<file path="src/rtl/dds_dac_pkg.sv">
// dds_dac_pkg: shared DAC scheduler states, register addresses and default timing.
package dds_dac_pkg;
  typedef enum logic [2:0] {IDLE, SETUP, WRITE, HOLD, LOAD, DONE} dac_state_e;
  localparam logic DAC_ADDR_A = 1'b0;
  localparam logic DAC_ADDR_B = 1'b1;
  localparam int DAC_DW = 12;
  localparam int DAC_SETUP_CYC = 2;
  localparam int DAC_WR_CYC = 3;
  localparam int DAC_HOLD_CYC = 2;
  localparam int DAC_LOAD_CYC = 2;
  localparam int DAC_OVF_W = 8;
  function automatic int max4(input int a, input int b, input int c, input int d);
    int m;
    m = a > b ? a : b;
    m = m > c ? m : c;
    return m > d ? m : d;
  endfunction
endpackage

</file>
<file path="src/rtl/dac_dual_write_sched_if.sv">
// dac_dual_write_sched_if: DDS sample input and DAC pin bundle for the write scheduler.
interface dac_dual_write_sched_if import dds_dac_pkg::*; #(
  parameter int DW = DAC_DW,
  parameter int OVF_W = DAC_OVF_W
);
  logic enable;
  logic sample_tick;
  logic [DW-1:0] ch1_data;
  logic [DW-1:0] ch2_data;
  logic [DW-1:0] dac_data;
  logic dac_addr;
  logic cs_n;
  logic r_w_n;
  logic loaddac_n;
  logic busy;
  logic frame_done;
  logic [OVF_W-1:0] ovf_cnt;
  modport master (
    output enable, sample_tick, ch1_data, ch2_data,
    input dac_data, dac_addr, cs_n, r_w_n, loaddac_n, busy, frame_done, ovf_cnt
  );
  modport slave (
    input enable, sample_tick, ch1_data, ch2_data,
    output dac_data, dac_addr, cs_n, r_w_n, loaddac_n, busy, frame_done, ovf_cnt
  );
endinterface

</file>
<file path="src/rtl/dac_phase_timer.sv">
// dac_phase_timer: loadable down-counter; tc_o is high in the last cycle of a timed phase.
module dac_phase_timer #(
  parameter int TW = 3
) (
  input  logic          clk,
  input  logic          rst,
  input  logic          load_i,
  input  logic [TW-1:0] val_i,
  output logic          tc_o
);
  logic [TW-1:0] cnt_q;
  always_ff @(posedge clk)
    if (rst) cnt_q <= '0;
    else if (load_i) cnt_q <= val_i;
    else if (cnt_q != '0) cnt_q <= cnt_q - 1'b1;
  assign tc_o = cnt_q == '0;
endmodule

</file>
<file path="src/rtl/dac_dual_write_sched.sv">
// dac_dual_write_sched: writes both DDS channel snapshots to DAC regs A/B, then pulses LOADDAC.
// Optional DAC_OFFSET_BIN_EN: convert two's complement samples to offset binary at capture.
module dac_dual_write_sched import dds_dac_pkg::*; #(
  parameter int DW = DAC_DW,
  parameter int SETUP_CYC = DAC_SETUP_CYC,
  parameter int WR_CYC = DAC_WR_CYC,
  parameter int HOLD_CYC = DAC_HOLD_CYC,
  parameter int LOAD_CYC = DAC_LOAD_CYC,
  parameter int OVF_W = DAC_OVF_W
) (
  input logic sys_clk,
  input logic rst,
  dac_dual_write_sched_if.slave bus
);
  localparam int TW = $clog2(max4(SETUP_CYC, WR_CYC, HOLD_CYC, LOAD_CYC)) + 1;
  function automatic logic [DW-1:0] conv(input logic [DW-1:0] w);
`ifdef DAC_OFFSET_BIN_EN
    return {~w[DW-1], w[DW-2:0]};
`else
    return w;
`endif
  endfunction
  dac_state_e state_q, state_d;
  logic ch_q, ch_d;
  logic [DW-1:0] snap_q [2];
  logic [DW-1:0] dac_data_q, dac_data_d;
  logic dac_addr_q, dac_addr_d;
  logic cs_n_q, cs_n_d, r_w_n_q, r_w_n_d, loaddac_n_q, loaddac_n_d;
  logic busy_q, busy_d, frame_done_q, frame_done_d;
  logic [OVF_W-1:0] ovf_q, ovf_d;
  logic accept, tick, tc, tload;
  logic [TW-1:0] tval;
  assign tick = bus.enable && bus.sample_tick;
  assign accept = tick && state_q == IDLE;
  dac_phase_timer #(.TW(TW)) u_timer (
    .clk(sys_clk), .rst(rst), .load_i(tload), .val_i(tval), .tc_o(tc)
  );
  always_ff @(posedge sys_clk)
    if (rst) state_q <= IDLE;
    else state_q <= state_d;
  always_comb begin
    state_d = state_q;
    ch_d = accept ? DAC_ADDR_A : ch_q;
    unique case (state_q)
      IDLE:  state_d = accept ? SETUP : IDLE;
      SETUP: state_d = tc ? WRITE : SETUP;
      WRITE: state_d = tc ? HOLD : WRITE;
      HOLD:  begin
        state_d = tc ? (ch_q ? LOAD : SETUP) : HOLD;
        ch_d = (tc && !ch_q) ? DAC_ADDR_B : ch_q;
      end
      LOAD:  state_d = tc ? DONE : LOAD;
      DONE:  state_d = IDLE;
      default: state_d = IDLE;
    endcase
  end
  // Outputs are registered from the next state so pins line up with the state they belong to.
  always_comb begin
    tload = state_d != state_q;
    tval = state_d == SETUP ? TW'(SETUP_CYC - 1) :
           state_d == WRITE ? TW'(WR_CYC - 1) :
           state_d == HOLD  ? TW'(HOLD_CYC - 1) :
           state_d == LOAD  ? TW'(LOAD_CYC - 1) : '0;
    dac_data_d = accept ? conv(bus.ch1_data) :
                 state_d == SETUP ? snap_q[ch_d] : dac_data_q;
    dac_addr_d = state_d == SETUP ? ch_d : dac_addr_q;
    cs_n_d = state_d != WRITE;
    r_w_n_d = !(state_d == SETUP || state_d == WRITE || state_d == HOLD);
    loaddac_n_d = state_d != LOAD;
    busy_d = !(state_d == IDLE || state_d == DONE);
    frame_done_d = state_d == DONE;
    ovf_d = (tick && state_q != IDLE && ovf_q != '1) ? ovf_q + 1'b1 : ovf_q;
  end
  always_ff @(posedge sys_clk)
    if (rst) begin
      ch_q <= DAC_ADDR_A;
      snap_q[0] <= '0;
      snap_q[1] <= '0;
      dac_data_q <= '0;
      dac_addr_q <= DAC_ADDR_A;
      cs_n_q <= 1'b1;
      r_w_n_q <= 1'b1;
      loaddac_n_q <= 1'b1;
      busy_q <= 1'b0;
      frame_done_q <= 1'b0;
      ovf_q <= '0;
    end else begin
      ch_q <= ch_d;
      if (accept) begin
        snap_q[0] <= conv(bus.ch1_data);
        snap_q[1] <= conv(bus.ch2_data);
      end
      dac_data_q <= dac_data_d;
      dac_addr_q <= dac_addr_d;
      cs_n_q <= cs_n_d;
      r_w_n_q <= r_w_n_d;
      loaddac_n_q <= loaddac_n_d;
      busy_q <= busy_d;
      frame_done_q <= frame_done_d;
      ovf_q <= ovf_d;
    end
  assign bus.dac_data = dac_data_q;
  assign bus.dac_addr = dac_addr_q;
  assign bus.cs_n = cs_n_q;
  assign bus.r_w_n = r_w_n_q;
  assign bus.loaddac_n = loaddac_n_q;
  assign bus.busy = busy_q;
  assign bus.frame_done = frame_done_q;
  assign bus.ovf_cnt = ovf_q;
endmodule
</file>
<file path="src/flat_wrapper.sv">
// flat-port wrapper written by rule: the top's interface ports become plain ports
module dac_dual_write_sched_flat import dds_dac_pkg::*;
#(
  parameter int DW = DAC_DW,
  parameter int SETUP_CYC = DAC_SETUP_CYC,
  parameter int WR_CYC = DAC_WR_CYC,
  parameter int HOLD_CYC = DAC_HOLD_CYC,
  parameter int LOAD_CYC = DAC_LOAD_CYC,
  parameter int OVF_W = DAC_OVF_W
)
  (sys_clk, rst, bus_enable, bus_sample_tick, bus_ch1_data, bus_ch2_data, bus_dac_data, bus_dac_addr, bus_cs_n, bus_r_w_n, bus_loaddac_n, bus_busy, bus_frame_done, bus_ovf_cnt);
  dac_dual_write_sched_if #(.DW(DW), .OVF_W(OVF_W)) bus_i ();
  input logic sys_clk;
  input logic rst;
  input wire logic [$bits(bus_i.enable)-1:0] bus_enable;
  input wire logic [$bits(bus_i.sample_tick)-1:0] bus_sample_tick;
  input wire logic [$bits(bus_i.ch1_data)-1:0] bus_ch1_data;
  input wire logic [$bits(bus_i.ch2_data)-1:0] bus_ch2_data;
  output wire logic [$bits(bus_i.dac_data)-1:0] bus_dac_data;
  output wire logic [$bits(bus_i.dac_addr)-1:0] bus_dac_addr;
  output wire logic [$bits(bus_i.cs_n)-1:0] bus_cs_n;
  output wire logic [$bits(bus_i.r_w_n)-1:0] bus_r_w_n;
  output wire logic [$bits(bus_i.loaddac_n)-1:0] bus_loaddac_n;
  output wire logic [$bits(bus_i.busy)-1:0] bus_busy;
  output wire logic [$bits(bus_i.frame_done)-1:0] bus_frame_done;
  output wire logic [$bits(bus_i.ovf_cnt)-1:0] bus_ovf_cnt;
  assign bus_i.enable = bus_enable;
  assign bus_i.sample_tick = bus_sample_tick;
  assign bus_i.ch1_data = bus_ch1_data;
  assign bus_i.ch2_data = bus_ch2_data;
  assign bus_dac_data = bus_i.dac_data;
  assign bus_dac_addr = bus_i.dac_addr;
  assign bus_cs_n = bus_i.cs_n;
  assign bus_r_w_n = bus_i.r_w_n;
  assign bus_loaddac_n = bus_i.loaddac_n;
  assign bus_busy = bus_i.busy;
  assign bus_frame_done = bus_i.frame_done;
  assign bus_ovf_cnt = bus_i.ovf_cnt;
  dac_dual_write_sched #(.DW(DW), .SETUP_CYC(SETUP_CYC), .WR_CYC(WR_CYC), .HOLD_CYC(HOLD_CYC), .LOAD_CYC(LOAD_CYC), .OVF_W(OVF_W)) u_core (.sys_clk(sys_clk), .rst(rst), .bus(bus_i));
endmodule
</file>
<file path="config.mk">
export PLATFORM = sky130hd
export DESIGN_NAME = dac_dual_write_sched_flat
export DESIGN_NICKNAME = d
export VERILOG_FILES = /design/src/rtl/dds_dac_pkg.sv /design/src/rtl/dac_dual_write_sched_if.sv /design/src/rtl/dac_phase_timer.sv /design/src/rtl/dac_dual_write_sched.sv /design/src/flat_wrapper.sv
export SDC_FILE = /design/constraint.sdc
export NUM_CORES = 1
export LEC_CHECK = 0
export BUFFER_PORTS_ARGS = -buffer_cell sky130_fd_sc_hd__clkbuf_2
export CELL_PAD_IN_SITES_DETAIL_PLACEMENT = 1
export CELL_PAD_IN_SITES_GLOBAL_PLACEMENT = 2
export CORE_ASPECT_RATIO = 0.5
export CORE_MARGIN = 2
export CORE_UTILIZATION = 34
export CTS_CLUSTER_DIAMETER = 120
export CTS_CLUSTER_SIZE = 16
export DETAILED_ROUTE_END_ITERATION = 8
export GPL_TIMING_DRIVEN = 0
export PLACE_DENSITY = 0.78
export RECOVER_POWER = 25
export SETUP_SLACK_MARGIN = 0.3
export SYNTH_ARGS = -nofsm -noshare
export SYNTH_HDL_FRONTEND = slang
export SYNTH_SLANG_ARGS = --single-unit
</file>
<file path="constraint.sdc">
create_clock -name sys_clk -period 2.5 [get_ports sys_clk]
set_clock_uncertainty 0.1 [all_clocks]
set_input_delay 0.5 -clock sys_clk [delete_from_list [all_inputs] [get_ports sys_clk]]
set_output_delay 0.5 -clock sys_clk [all_outputs]
set_load 0.05 [all_outputs]
</file>
Word level (Yosys, flattened, before mapping)
Memories as Yosys holds them, arrays and structs flattened. A register that Yosys moved wholly into a read port is not among the register bits.
Cells that the tools add are included.
{"block": "classes", "addsub": 2, "eq_ne": 13, "mux": 23, "bitwise": 2, "reduce_logical": 18}
{"operator": "2-to-1 mux 12 bit", "count": 2}
{"operator": "2-to-1 mux 3 bit", "count": 7}
{"operator": "one-hot mux 3 bit (5 select lines)", "count": 1}
{"operator": "== test 3 x 2 -> 1 bit (second input constant)", "count": 4}
{"operator": "2-to-1 mux 1 bit", "count": 12}
{"operator": "== test 3 bit (second input constant)", "count": 3}
{"operator": "logical NOT 3 bit", "count": 3}
{"operator": "adder 8 x 1 -> 8 bit (second input constant)", "count": 1}
{"operator": "!= test 8 bit (second input constant)", "count": 1}
{"operator": "== test 3 x 1 -> 1 bit (second input constant)", "count": 2}
{"operator": "nonzero test 3 bit", "count": 2}
{"operator": "logical AND 1 bit", "count": 5}
{"operator": "nonzero test 2 bit", "count": 2}
{"operator": "logical NOT 1 bit", "count": 3}
{"operator": "logical OR 1 bit", "count": 3}
{"operator": "!= test 3 x 2 -> 1 bit (second input constant)", "count": 1}
{"operator": "!= test 3 bit", "count": 1}
{"operator": "!= test 3 bit (second input constant)", "count": 1}
{"operator": "subtractor 3 x 1 -> 3 bit (second input constant)", "count": 1}
{"operator": "2-to-1 mux 2 bit", "count": 1}
{"operator": "OR 1 bit", "count": 2}
{"block": "totals", "ff_bits": 21, "ram_bits": 24, "input_bits": 28, "out_inout_bits": 26, "wordCells": 69, "memories": 1}
{"memory": "u_core.snap_q", "depth": 2, "word_bits": 12, "read_ports": 1, "rd_ports_with_merged_regs": 1, "write_ports": 2, "line_no": "dac_dual_write_sched.sv:25", "text": "logic [DW-1:0] snap_q [2];"}

Depth between registers and ports, before layout
Gate-level depths: netlist of run 1.
{"block": "depth", "depth_word": 10, "ltp_mapped": 8, "depth_no_buf": 7}

By module
From an unflattened synthesis of run 1, not the netlist that was laid out.
{"block": "unflattened", "hier_cells": 282, "area_unflattened_um2": 2875.3}
{"mod": "dac_dual_write_sched", "instances": 1, "cells_per_inst": 260, "area_per_inst_um2": 2668.8, "seq_area_each_um2": 1321.3}
{"mod": "dac_phase_timer", "instances": 1, "cells_per_inst": 22, "area_per_inst_um2": 206.4, "seq_area_each_um2": 60.1}

Worst setup path after synthesis of run 1
OpenSTA, ideal clock, no wires.
{"block": "synth_path", "path_type": "reg-to-reg", "from": "register u_core.u_timer.cnt_q[0]", "to": "register u_core.dac_data_q[0] (netlist: u_core.bus.dac_data[0]), read port of u_core.snap_q", "setup_time_ns": 0.117, "arrival_ns": 1.956, "required_ns": 2.283, "path_slack_ns": 0.327, "path_stages_with_launch": 9, "path_buffers": 1, "period_less_slack_ns": 2.173, "path_cell_list": "dfxtp_1 inv_1 ha_1 ha_1 and2_1 a221o_1 buf_6 a221o_1 a32o_1"}
{"block": "synth_via", "elab_chain_cells": 5, "word_cells_on_any_way": 11}
{"item": "start: declaration", "line_no": "dac_phase_timer.sv:11", "text": "logic [TW-1:0] cnt_q;"}
{"item": "start signal: assignment", "line_no": "dac_phase_timer.sv:14", "text": "else if (load_i) cnt_q <= val_i;"}
{"item": "start signal: assignment", "line_no": "dac_phase_timer.sv:15", "text": "else if (cnt_q != '0) cnt_q <= cnt_q - 1'b1;"}
{"item": "logical NOT 3 bit *", "line_no": "dac_phase_timer.sv:16", "text": "assign tc_o = cnt_q == '0;"}
{"item": "2-to-1 mux 1 bit, or another cell as far along", "line_no": "dac_dual_write_sched.sv:47, dac_dual_write_sched.sv:52"}
{"item": "one-hot mux 3 bit (5 select lines)", "line_no": "dac_dual_write_sched.sv:44", "text": "unique case (state_q)"}
{"item": "== test 3 x 1 -> 1 bit", "line_no": "dac_dual_write_sched.sv:65", "text": "state_d == SETUP ? snap_q[ch_d] : dac_data_q;"}
{"item": "nonzero test 2 bit (no line)"}
{"item": "end: declaration", "line_no": "dac_dual_write_sched.sv:26", "text": "logic [DW-1:0] dac_data_q, dac_data_d;"}
Every way passes the cells marked *; elsewhere a longest branch is shown, timed or not.
A chain may end at the register's enable or synchronous reset.

Final worst setup path of run 1
{"block": "layout_path", "from": "register u_core.u_timer.cnt_q[1]", "to": "register u_core.dac_data_q[4] (netlist: u_core.bus.dac_data[4]), read port of u_core.snap_q"}
Same word-level chain as after synthesis.

==> impl_metrics.tcl, run 1 <==
set metrics [dict create \
    status "finished, final reports clean" \
    synth_flop_cell "dfxtp_1" \
    grt_overflow 0 \
    dieHeight_um 65.3 \
    clock_path_buffers 2 \
    async_flop_share 0 \
    syn-mean-instance-area_sq_um 10.9 \
    synthDominantCellAreaShare 0.282 \
    setup_viol 0 \
    hold_violations 0 \
    maxClockFrequency_mhz 450 \
    slew_violations 0 \
    r2r_cells 8 \
    die_w_um 127 \
    diodes 0 \
    grt-busiest-layer "met2" \
    portBuffers 53 \
    via_per_inst 5.28 \
    grt_util_all_layers 0.171 \
    grt.met1_usage 0.206 \
    min_path_cells 2 \
    htreeDepth 3 \
    first_iter_violations 130 \
    syn_inst 234 \
    synth_cell_types 44 \
    numCtsBuffers 9 \
    irDropWorstVdd_v 0.000409 \
    syn-cell-area_sq_um 2550 \
    start_util 0.350 \
    drive_gt1_frac 0.230 \
    clkTransAtPathRegs_ns 0.05 \
    fin_util 0.456 \
    wire_per_inst_um 16.6 \
    yosysSeqAreaShare 0.541 \
    root_buffer "clkbuf_16" \
    hpwl_um 4550 \
    holdCritPathClass "in -> reg" \
    p_per_area_nw_per_um2 1020 \
    cp.required_ns 2.61 \
    routed_wl_um 6730 \
    num_rows 22 \
    synth-seq-cells 57 \
    relSlewSlack 0.526 \
    routabilityCongestion 0.808 \
    synth-edff-count 24 \
    period_minus_slack_ns 2.22 \
    drc_errors 0 \
    grtUsageMet3 0.0562 \
    antenna_found_initial 0 \
    postCtsHoldBufs 0 \
    rsz0062_at_grt "true" \
    drv_cap 0 \
    core_sq_um 7290 \
    dieArea_sq_um 8270 \
    endpoint_kind "flip-flop" \
    clock_sink_count 57 \
    yosys.area.top_type "edfxtp_1" \
    cts_tree "done" \
    postRouteAntennaNets 0 \
    critPathKind "reg -> reg" \
    synth_most_common_cell "dfxtp_1" \
    finalCritPeriodShare 0.890 \
    clk_latency_ns 0.33 \
    yosys-top-cells-area "edfxtp_1 (28%), dfxtp_1 (26%), and2_1 (6.4%)" \
    area_growth_pct 30.1 \
    route.vias.total 2140 \
    cp_max_fo 8 \
    grt_max_degree 13 \
    drt_pass1_iterations 4 \
    syn_nets 265 \
    hold_ws_ns 0.343 \
    num_io_pins 54 \
    synthTopCellsByCount "dfxtp_1 (33), and2_1 (26), edfxtp_1 (24)" \
    yosysWarnings 0 \
    fin_nets 335 \
    use_met2 0.281 \
    p_leak_uw 0.00127 \
    worstSetupStartpointType "flip-flop" \
    critPathArrivalTime_ns 2.34 \
    tightest_slew_ns 0.699 \
    grt_pass1_wl_um 10700 \
    grt_pass1_vias 2169 \
]
## cell type report
| class | instances | area (sq um) |
|---|---|---|
| plain buffers | 16 | 90.1 |
| clock buffers | 12 | 236 |
| clock inverters | 4 | 46.3 |
| fillers | 809 | 3970 |
| inverters | 6 | 26.3 |
| multi-input cells | 155 | 1130 |
| flip-flops and latches | 57 | 1390 |
| well taps | 96 | 120 |
| repair buffers | 58 | 280 |
| repair inverters | 1 | 7.51 |
## power by group
part	total, uW	internal (uW)	switching, uW
combinational	1040	383	660
sequential	1180	1120	68.8
clock	1170	765	407
total	3400	2260	1140
## layer usage
metal,vias to the layer above,wire (um)
met3,12,240
li1,1030,-
met4,0,94
met1,1059,3160
met5,-,0
met2,39,3230
## through the flow
| stage | instance area, sq um | TNS (ns) | cells | setup WS (ns) | total power [uW] |
|---|---|---|---|---|---|
| CTS | 3270 | 0 | 401 | 0.281 | 3350 |
| floorplan | 2550 | 0 | 234 | 0.327 | 1890 |
| finish | 3320 | 0 | 405 | 0.276 | 3400 |
| detailed placement | 2940 | -4.71 | 383 | -0.197 | 2140 |
| global placement | 2940 | -3.62 | 383 | -0.151 | 2100 |
| global route | 3320 | 0 | 405 | 0.191 | 3590 |
## critical path, stage by stage, from the launching register on
cell and delay (ns):
dfxtp_1 0.34, inv_2 0.06, ha_4 0.16, ha_4 0.18
and2_4 0.18, a221o_1 0.41, buf_6 0.17, a221o_1 0.27
a32o_1 0.25
## cells in the final DEF, fill, tap and decap left out, types with 2 or more instances in the layout
| cell | n |
|---|---|
| clkbuf_2 | 34 |
| clkbuf_1 | 33 |
| dfxtp_1 | 30 |
| and2_1 | 25 |
| edfxtp_1 | 24 |
| nor2_1 | 16 |
| a221o_1 | 13 |
| a21o_1 | 13 |
| a32o_1 | 12 |
| a21oi_1 | 11 |
| clkbuf_16 | 9 |
| nor3_1 | 6 |
| nand2_1 | 5 |
| or3_1 | 4 |
| buf_6 | 4 |
| buf_4 | 4 |
| xnor2_1 | 4 |
| inv_1 | 3 |
| nor2b_1 | 3 |
| nand3_1 | 3 |
| o21ai_0 | 3 |
| clkinvlp_4 | 3 |
| dfxtp_2 | 3 |
| inv_2 | 2 |
| a21boi_0 | 2 |
| and3_1 | 2 |
| a211oi_1 | 2 |
| o31ai_1 | 2 |
| or4_1 | 2 |
| xor2_1 | 2 |
| ha_4 | 2 |
## logic make-up after synthesis
group,synth area share
DFF,0.541
xor gates and xnor gates,0.0206
adders and majority gates,0.0147
muxes,0.00392
buffers and inverters,0.0367
and+or+nand+nor,0.165
AOI/OAI and AO/OA,0.218
## flip-flops by register name (all words and copies together), names as in the netlist, 3 cells and up
name / flops
u_core.snap_q: 24
u_core.bus.dac_data: 12
u_core.state_q: 3
u_core.bus.ovf_cnt: 8
u_core.u_timer.cnt_q: 3
## worst paths after layout
path                            slack (ns)                             endpoint                                  from
worst max-delay path                  0.28  u_core.bus.dac_data[4]$_SDFFE_PP0P_  u_core.u_timer.cnt_q[1]$_SDFFE_PP0P_
worst min-delay path                  0.34        u_core.snap_q[1][3]$_DFFE_PN_                       bus_ch2_data[3]
worst max register to register        0.28  u_core.bus.dac_data[4]$_SDFFE_PP0P_  u_core.u_timer.cnt_q[1]$_SDFFE_PP0P_
worst min register to register        0.37  u_core.bus.dac_data[3]$_SDFFE_PP0P_   u_core.bus.dac_data[3]$_SDFFE_PP0P_
## what timing repair did
item | in CTS | in global routing
pin swaps | 1 | 15
buffers inserted | 1 | 3
setup endpoints to repair | 57 | 62
gates cloned | 1 | 1
resized for setup | 13 | 24
No activity file was read; power rests on OpenSTA's default activity.
==> inputs of run 2 (changes only) <==
--- a/config.mk
+++ b/config.mk
@@ -10,14 +10,15 @@
 export CELL_PAD_IN_SITES_GLOBAL_PLACEMENT = 2
 export CORE_ASPECT_RATIO = 0.5
 export CORE_MARGIN = 2
-export CORE_UTILIZATION = 34
+export CORE_UTILIZATION = 35
 export CTS_CLUSTER_DIAMETER = 120
 export CTS_CLUSTER_SIZE = 16
 export DETAILED_ROUTE_END_ITERATION = 8
 export GPL_TIMING_DRIVEN = 0
-export PLACE_DENSITY = 0.78
+export PLACE_DENSITY = 0.8
 export RECOVER_POWER = 25
 export SETUP_SLACK_MARGIN = 0.3
 export SYNTH_ARGS = -nofsm -noshare
 export SYNTH_HDL_FRONTEND = slang
+export SYNTH_HIERARCHICAL = 1
 export SYNTH_SLANG_ARGS = --single-unit
==> run 2 against run 1 <==
Compared with the run above: design area is 10% higher; die area is 8.9% higher; clock-buffer cell count is 1 lower; sequential share of layout area is 4.1 points lower; synthesized area is 13% higher; hold slack better by 0.016 ns; utilization is 0.33 points higher; setup slack worse by 0.0082 ns; synthesized cell count is 21% higher; cell count is 16% higher; sequential power hardly changed; first-iteration DRC count is 50% higher; critical path type unchanged; critical endpoint is now u_core/u_timer/cnt_q[0]$_SDFFE_PP0P_.
==> impl_metrics.tcl, run 2 <==
set metrics [dict create \
    holdCritPathClass "in -> reg" \
    hpwl_um 5750 \
    synth-edff-count 24 \
    irDropWorstVdd_v 0.000387 \
    dieHeight_um 68.1 \
    status "finished, final reports clean" \
    r2r-start "u_core/u_timer/cnt_q[0]$_SDFFE_PP0P_" \
    wire_per_inst_um 17.6 \
    drive_gt1_frac 0.238 \
    dieArea_sq_um 9000 \
    cp.required_ns 2.63 \
    cp.depth 11 \
    postRouteAntennaNets 0 \
    num_io_pins 54 \
    syn-cell-area_sq_um 2880 \
    via_per_inst 5.51 \
    async_flop_share 0 \
    die_w_um 132 \
    synth-seq-cells 57 \
    grt_pass1_wl_um 13000 \
    root_buffer "clkbuf_16" \
    syn_inst 282 \
    place_ws_ns -0.327 \
    crit_path_max_incr_delay_ns 0.32 \
    num_rows 23 \
    grt_max_degree 25 \
    grt_util_all_layers 0.190 \
    synthDominantCellAreaShare 0.251 \
    yosys.area.top_type "edfxtp_1" \
    critPathKind "reg -> reg" \
    grt_overflow 0 \
    setup.worst_path.end "u_core/u_timer/cnt_q[0]$_SDFFE_PP0P_" \
    routed_wl_um 8250 \
    synthSimpleGateAreaFrac 0.242 \
    hold_ws_ns 0.359 \
    ff_latch_area_sq_um 1380 \
    cp_top_family "compound AO/OA/AOI/OAI gates" \
    yosys-top-cells-area "edfxtp_1 (25%), dfxtp_1 (23%), and2_1 (5.4%)" \
    fin_nets 384 \
    hold_violations 0 \
    critPathBufInv 3 \
    synth_xor_area_frac 0.00914 \
    synth_most_common_cell "dfxtp_1" \
    critPathArrivalTime_ns 2.36 \
    p_per_area_nw_per_um2 932 \
    largest-register "u_core/snap_q" \
    core_sq_um 8000 \
    cp_max_fo 10 \
    routabilityCongestion 0.794 \
    area_growth_pct 27.7 \
    rsz0062_at_grt "true" \
    clock_sink_count 57 \
    drt_pass1_iterations 5 \
    drv_cap 0 \
    r2r_cells 11 \
    grt_pass1_vias 2609 \
    slew_violations 0 \
    cpMaxStageDelayCell "dfxtp_1" \
    endpoint_kind "flip-flop" \
    period_minus_slack_ns 2.23 \
    final_cell_mix "dfxtp_1 (33), clkbuf_1 (30), clkbuf_2 (28)" \
    drc_errors 0 \
    largest_reg_flops 24 \
    yosysSeqAreaShare 0.480 \
    reg2reg_to "u_core/u_timer/cnt_q[0]$_SDFFE_PP0P_" \
    synthAdderAreaFrac 0.0131 \
    clock_path_buffers 2 \
    clkTransAtPathRegs_ns 0.05 \
    yosysWarnings 6 \
    postCtsHoldBufs 0 \
    syn_nets 313 \
    finalCritPeriodShare 0.893 \
    synth-compound-area-share 0.195 \
    htreeDepth 3 \
    diodes 0 \
    route.vias.total 2585 \
    antenna_found_initial 0 \
    maxClockFrequency_mhz 448 \
    final_common_cell "dfxtp_1" \
    syn-mean-instance-area_sq_um 10.2 \
    synth_flop_cell "dfxtp_1" \
    synth_top_family_by_area "simple AND/OR/NAND/NOR gates" \
    tightest_slew_ns 0.621 \
    nFillCells 945 \
    numCtsBuffers 9 \
    synth_cell_types 55 \
    start_util 0.359 \
    muxShareOfSynthArea 0.0104 \
    p_leak_uw 0.00143 \
    setup_viol 0 \
    worstSetupStartpointType "flip-flop" \
    clk_latency_ns 0.33 \
    first_iter_violations 195 \
    power_uw 3420 \
    startpoint "u_core/u_timer/cnt_q[0]$_SDFFE_PP0P_" \
    cts_tree "done" \
    rrSetupSlack_ns 0.27 \
    path_cells "inv_1, ha_1, nand2b_4, inv_2, buf_6, a21oi_1, a311oi_1, a311oi_2, a32oi_1, nor2b_1, a2111oi_2" \
    layout_setup_ws_ns 0.268 \
    relSlewSlack 0.588 \
    synthTopCellsByCount "dfxtp_1 (33), and2_1 (25), edfxtp_1 (24)" \
    multi_input_area_sq_um 1420 \
    portBuffers 53 \
]
run 2: cell count changes in the layout (fill, tap and decap cells not counted), moves of 5 or more:
cell	before	now
nand4_1	0	12
and3_1	2	13
nor2_1	16	10
clkbuf_2	34	28
buf_2	1	13
o21ai_0	3	12
buf_4	4	9
a21o_1	13	0
nand3_1	3	15
run 2: worst register-to-register path: stages (launching register included):
cell	delay, ns
dfxtp_1	0.32
inv_1	0.10
ha_1	0.26
nand2b_4	0.08
inv_2	0.10
buf_6	0.14
a21oi_1	0.07
a311oi_1	0.30
a311oi_2	0.11
a32oi_1	0.21
nor2b_1	0.09
a2111oi_2	0.27
run 2: cell type report:
| cell class | count | area share |
|---|---|---|
| plain buffers | 23 | 0.0372 |
| clock buffers | 11 | 0.0661 |
| clock inverters | 4 | 0.0119 |
| inverters | 6 | 0.00613 |
| multi-input cells | 196 | 0.386 |
| flip-flops and latches | 57 | 0.376 |
| well taps | 112 | 0.0382 |
| repair buffers | 60 | 0.0781 |
run 2: kinds of logic (layout without fill, tap and decap cells):
logic type | after synthesis | count (layout)
mux | 3 | 3
flops | 57 | 57
xor+xnor | 3 | 3
other cells | 1 | 1
compound gates | 69 | 69
buf+inv | 29 | 104
simple gates | 117 | 117
fa+ha+maj | 3 | 3
run 2: timing repair:
item | 4_1_cts | 5_1_grt
pin swaps | 2 | 5
setup endpoints to repair | 43 | 62
buffers inserted | 4 | 3
gates resized for setup | 13 | 12
run 2: routing by layer:
layer | vias up | routed length, um | GRT usage
met3 | 19 | 408 | 0.0637
met2 | 64 | 3870 | 0.314
li1 | 1232 | - | -
met5 | - | 0 | 0
met4 | 0 | 195 | 0.0927
met1 | 1270 | 3770 | 0.229
run 2: worst min path at each step:
stage | startpoint | to | slack (ns) | cells after the start
after detailed placement | u_core/bus.dac_data[9]$_SDFFE_PP0P_ | u_core/bus.dac_data[9]$_SDFFE_PP0P_ | 0.36 | 1
after global placement | u_core/bus.dac_data[7]$_SDFFE_PP0P_ | u_core/bus.dac_data[7]$_SDFFE_PP0P_ | 0.36 | 1
final | bus_ch1_data[5] | u_core/snap_q[0][5]$_DFFE_PN_ | 0.36 | 2
after CTS | bus_ch1_data[5] | u_core/snap_q[0][5]$_DFFE_PN_ | 0.35 | 2
after floorplan | u_core/u_timer/cnt_q[0]$_SDFFE_PP0P_ | u_core/u_timer/cnt_q[0]$_SDFFE_PP0P_ | 0.46 | 2
after global routing | bus_ch1_data[5] | u_core/snap_q[0][5]$_DFFE_PN_ | 0.35 | 2
run 2: power by group:
part | internal, uW | switching (uW) | leakage [uW]
Combinational | 406 | 672 | 0.000763
Sequential | 1090 | 63.2 | 0.000523
Clock | 784 | 412 | 0.000143
run 2: stage by stage:
stage	utilization	instances	instance area [sq um]	setup TNS (ns)
after floorplan	-	282	2880	0
final	0.459	469	3670	0
after global routing	0.459	469	3670	0
after global placement	0.411	447	3280	-4.02
after detailed placement	0.411	447	3280	-5.93
after CTS	0.456	466	3640	0
